===== src/rtl/quantser_seqctrl.sv =====
// Load/step sequencer for the MVU quantizer/serializer output shift register.
// Optional one-deep job queue enabled by defining QUANTSER_PEND_EN.
module quantser_seqctrl #(
  parameter int BWOUT    = 32,
  parameter int BWBWOUT  = $clog2(BWOUT),
  parameter int MAXBURST = 16,
  parameter int BWBURST  = $clog2(MAXBURST)
) (
  input  logic               clk,
  input  logic               clr,
  input  logic [BWBWOUT-1:0] bwout,
  input  logic [BWBWOUT-1:0] msbidx,
  input  logic [BWBURST-1:0] nwords,
  input  logic               start,
  input  logic               stall,
  output logic               ready,
  output logic               busy,
  output logic               load,
  output logic               step,
  output logic [BWBWOUT-1:0] bitpos,
  output logic [BWBURST-1:0] wordidx,
  output logic               last,
  output logic               done,
  output logic               ovf
);

  typedef enum logic [1:0] {
    IDLE  = 2'd0,
    LOAD  = 2'd1,
    SHIFT = 2'd2
  } state_t;

  state_t             state, state_n;
  logic [BWBWOUT-1:0] counter;
  logic [BWBWOUT-1:0] bw_l, msb_l;
  logic [BWBURST-1:0] nw_l;
  logic               accept, finish, adv_word, take_new;

`ifdef QUANTSER_PEND_EN
  logic               pend_v;
  logic [BWBWOUT-1:0] pbw_l, pmsb_l;
  logic [BWBURST-1:0] pnw_l;
  logic               take_pend, fill_pend;

  assign ready = (state == IDLE) | ~pend_v;
`else
  assign ready = (state == IDLE);
`endif

  assign busy   = (state != IDLE);
  assign accept = start & ready;

  always_comb begin
    state_n  = state;
    load     = 1'b0;
    step     = 1'b0;
    finish   = 1'b0;
    adv_word = 1'b0;
    take_new = 1'b0;
`ifdef QUANTSER_PEND_EN
    take_pend = 1'b0;
    fill_pend = 1'b0;
`endif
    case (state)
      IDLE: begin
        if (accept) begin
          state_n  = LOAD;
          take_new = 1'b1;
        end
      end
      LOAD: begin
        if (!stall && !clr) begin
          load = 1'b1;
          if (bw_l != '0)          state_n = SHIFT;
          else if (wordidx == nw_l) finish = 1'b1;
          else                     adv_word = 1'b1;
        end
      end
      SHIFT: begin
        if (!stall && !clr) begin
          step = 1'b1;
          if (counter == BWBWOUT'(1)) begin
            if (wordidx == nw_l) finish = 1'b1;
            else begin
              adv_word = 1'b1;
              state_n  = LOAD;
            end
          end
        end
      end
      default: state_n = IDLE;
    endcase

    // A finishing job chains straight into the queued or just-accepted job.
    if (finish) begin
      state_n = IDLE;
`ifdef QUANTSER_PEND_EN
      if (pend_v) begin
        state_n   = LOAD;
        take_pend = 1'b1;
      end else if (accept) begin
        state_n  = LOAD;
        take_new = 1'b1;
      end
`endif
    end
`ifdef QUANTSER_PEND_EN
    else if (accept && state != IDLE) begin
      fill_pend = 1'b1;
    end
`endif
  end

  assign last = finish;

  always_ff @(posedge clk) begin
    if (clr) begin
      state   <= IDLE;
      counter <= '0;
      bitpos  <= '0;
      wordidx <= '0;
      bw_l    <= '0;
      msb_l   <= '0;
      nw_l    <= '0;
      done    <= 1'b0;
      ovf     <= 1'b0;
`ifdef QUANTSER_PEND_EN
      pend_v  <= 1'b0;
      pbw_l   <= '0;
      pmsb_l  <= '0;
      pnw_l   <= '0;
`endif
    end else begin
      state <= state_n;
      done  <= finish;
      if (start && !ready) ovf <= 1'b1;
      if (load) begin
        counter <= bw_l;
        bitpos  <= msb_l;
      end
      if (step) begin
        counter <= counter - 1'b1;
        bitpos  <= bitpos - 1'b1;
      end
      if (adv_word) wordidx <= wordidx + 1'b1;
      if (take_new) begin
        bw_l    <= bwout;
        msb_l   <= msbidx;
        nw_l    <= nwords;
        wordidx <= '0;
      end
`ifdef QUANTSER_PEND_EN
      if (take_pend) begin
        bw_l    <= pbw_l;
        msb_l   <= pmsb_l;
        nw_l    <= pnw_l;
        wordidx <= '0;
        pend_v  <= 1'b0;
      end
      if (fill_pend) begin
        pbw_l  <= bwout;
        pmsb_l <= msbidx;
        pnw_l  <= nwords;
        pend_v <= 1'b1;
      end
`endif
    end
  end

endmodule


===== config.mk =====
export PLATFORM = sky130hd
export DESIGN_NAME = quantser_seqctrl
export DESIGN_NICKNAME = d
export VERILOG_FILES = /design/src/rtl/quantser_seqctrl.sv
export SDC_FILE = /design/constraint.sdc
export NUM_CORES = 1
export LEC_CHECK = 0
export CORE_ASPECT_RATIO = 1.2
export CORE_UTILIZATION = 50
export DETAILED_ROUTE_END_ITERATION = 7
export HOLD_SLACK_MARGIN = 0.02
export PLACE_DENSITY = 0.76
export RECOVER_POWER = 25
export SETUP_SLACK_MARGIN = 0.2
export SLEW_MARGIN = 20
export SYNTH_ARGS = -nofsm -noshare
export SYNTH_HDL_FRONTEND = slang
export SYNTH_SLANG_ARGS = --single-unit

===== constraint.sdc =====
create_clock -name clk -period 2.1 [get_ports clk]
set_input_delay 0.315 -clock clk [delete_from_list [all_inputs] [get_ports clk]]
set_output_delay 0.315 -clock clk [all_outputs]
set_load 0.005 [all_outputs]

==> results.json <==
{
  "dr.first_iter.drc_count": 45,
  "cp-end-kind": "primary output",
  "layout-drive-gt1-share": 0.235,
  "grt_max_degree": 29,
  "dieWidth_microns": 54.3,
  "final.period_utilization": 0.945,
  "rsz0062_at_grt": "yes",
  "syn_nets": 221,
  "num_rows": 22,
  "postSynthRegisterBits": 32,
  "route.vias.total": 1631,
  "criticalPathCategory": "reg2out",
  "status": "finished clean",
  "maxSlewViolCount": 0,
  "clock_tree_from_tritoncts": "yes",
  "tightestPinTransition_ns": 0.470,
  "synth_warnings": 0,
  "worst_hold_class": "reg2reg",
  "wl_mm": 4.33,
  "cts-htree-levels": 2,
  "crit_slowest_cell": "clkdlybuf4s50_1",
  "synth-edff-count": 0,
  "clock_sinks": 32,
  "place.port_buffers": 33,
  "clock_root_buffer": "clkbuf_4",
  "cellPowerDensity_mw_per_mm2": 1090,
  "yosysUniqueCellTypes": 36,
  "vias_per_cell": 5.60,
  "final.setup.tns_ns": 0,
  "gr_overflow_total": 0,
  "globalRouteTotalUtil": 0.275,
  "core_outline_area_sq_mm": 0.00308,
  "mostFrequentLayoutCell": "nand2_1",
  "mapped_area_sq_mm": 0.00164,
  "worstPathCellList": "inv_1, ha_1, clkdlybuf4s50_1",
  "start_util": 0.532,
  "firstDrtPassIters": 4,
  "finalClockSkew_ns": 0.0185,
  "routabilityCongestion": 0.838,
  "die-area_sq_mm": 0.00351,
  "min_period_ns": 1.98,
  "ys_async_sr_fraction": 0,
  "clk_transition_reported_paths_ns": 0.10,
  "cp.required_ns": 1.78,
  "timing_hold_violations_final": 0,
  "dominantRegCellSynth": "dfxtp_1",
  "peakVddDrop_uv": 700,
  "relative_max_transition_margin": 0.686,
  "post_synthesis_sequential_area_ratio": 0.391,
  "fin_hold_ws_ns": 0.472,
  "number_of_antenna_diodes": 0,
  "number_of_maximum_capacitance_violations": 0,
  "p_leak_uw": 0.000952,
  "crit_fanout": 5,
  "start_kind": "register",
  "clk_latency_ns": 0.34,
  "nFillCells": 221,
  "multi_input_area_sq_um": 970,
  "netlist_instances": 195,
  "finalSetupViolCount": 0,
  "grt_pass1_vias": 1548,
  "grt_first_pass_wirelength_mm": 6.91,
  "tritoncts.num_buffers": 5,
  "route.antenna.remaining_nets": 0,
  "clk_path_buf_depth": 2,
  "syn_area_cell_sq_um": 8.41,
  "postCtsHoldBufs": 0,
  "layout.core_utilization": 0.754,
  "die_y_microns": 64.7,
  "max_stage_delay_ns": 0.54,
  "post_dr_wirelength_cell_microns": 14.9,
  "area.sequential_sq_um": 651,
  "drcViolationCount": 0,
  "antenna_found_initial": 0,
  "detailed_place_hpwl_mm": 2.87,
  "cp_top_family": "buffers and inverters",
  "mostFrequentLayoutCells": "nand2_1, dfxtp_1, clkdlybuf4s50_1, buf_4, a21oi_1",
  "area_growth_pct": 41.6,
  "layout.nets": 281,
  "max_freq_mhz": 504,
  "i_o_pin_total": 34,
  "critical_path_buf_inv_count": 2,
  "worstPathArrival_ns": 1.67,
  "reg2reg_setup_slack_ns": 0.15
}
[kinds of logic (layout without fill, tap and decap cells)]
kind of cell | after synthesis | in the layout | synth area share
AO/OA/AOI/OAI | 44 | 44 | 0.163
XOR/XNOR | 9 | 9 | 0.0481
adder cells (fa/ha/maj) | 8 | 8 | 0.0610
buffers and inverters | 19 | 79 | 0.0496
flip-flops | 32 | 32 | 0.391
multiplexers | 5 | 5 | 0.0305
AND/OR/NAND/NOR | 78 | 78 | 0.257
[flip-flops by register name, indices dropped and copies added (netlist names)]
register  cells
bitpos        5
bw_l          5
counter       5
msb_l         5
nw_l          4
wordidx       4
state         2
done          1
ovf           1
[worst paths after layout]
check,startpoint,endpoint,cells past startpoint
worst max register to register,state[1],state[1],8
worst max-delay path,state[1],ready,3
worst min register to register,msb_l[4],msb_l[4],2
worst min-delay path,msb_l[4],msb_l[4],2
[report_power, final]
| group | internal, uW | switching (uW) |
|---|---|---|
| registers | 741 | 140 |
| logic | 627 | 606 |
| clock network | 190 | 217 |
[final cells by class]
type / count / area share
multi-input combinational: 144 / 0.417
sequential: 32 / 0.280
timing repair buffer: 63 / 0.241
clock buffer: 7 / 0.0280
tap: 36 / 0.0194
inverter: 9 / 0.0145
[cells in the mapped netlist (2+ instances only)]
cell type | count | area, sq um
dfxtp_1 | 32 | 641
nand2_1 | 32 | 120
a21oi_1 | 20 | 100
nor2_1 | 19 | 71.3
inv_1 | 9 | 33.8
ha_1 | 8 | 100
o21ai_0 | 7 | 35.0
a211oi_1 | 6 | 45.0
nor3_1 | 6 | 30.0
o22ai_1 | 6 | 37.5
mux2i_1 | 5 | 50.1
nand3_1 | 5 | 25.0
xor2_1 | 5 | 43.8
clkbuf_1 | 4 | 15.0
xnor2_1 | 4 | 35.0
buf_1 | 3 | 11.3
nor3b_1 | 3 | 22.5
and2_1 | 2 | 12.5
nor4_2 | 2 | 25.0
[what timing repair did]
action	4_1_cts	5_1_grt
resized for setup	25	8
buffers inserted	11	4
pin swaps	6	6
setup endpoints to repair	7	6
[per-layer routing]
metal / vias up / share of wire / routed length (microns) / global-route usage
li1: 786 / - / - / -
met5: - / 0 / 0 / 0
met3: 16 / 0.049 / 213 / 0.0775
met2: 56 / 0.50 / 2160 / 0.428
met1: 773 / 0.42 / 1830 / 0.329
met4: 0 / 0.029 / 127 / 0.151
[through the flow]
stage	worst slack, ns	total power [uW]	cells	area (sq um)
finish	0.116	2520	291	2320
CTS	0.108	2440	287	2270
floorplan	0.307	1550	195	1640
detailed placement	-0.00302	1940	269	2080
global placement	0.0294	1890	269	2080
global route	0.0433	2690	291	2320
[worst register-to-register path, stage by stage (launching register included)]
cell,delay (ns)
dfxtp_4,0.39
inv_1,0.09
ha_4,0.18
buf_6,0.12
nor2b_4,0.12
a221o_1,0.32
a211oi_2,0.31
mux2i_1,0.23
nor3_1,0.07
Note: power is estimated with default switching activity, not from simulation.
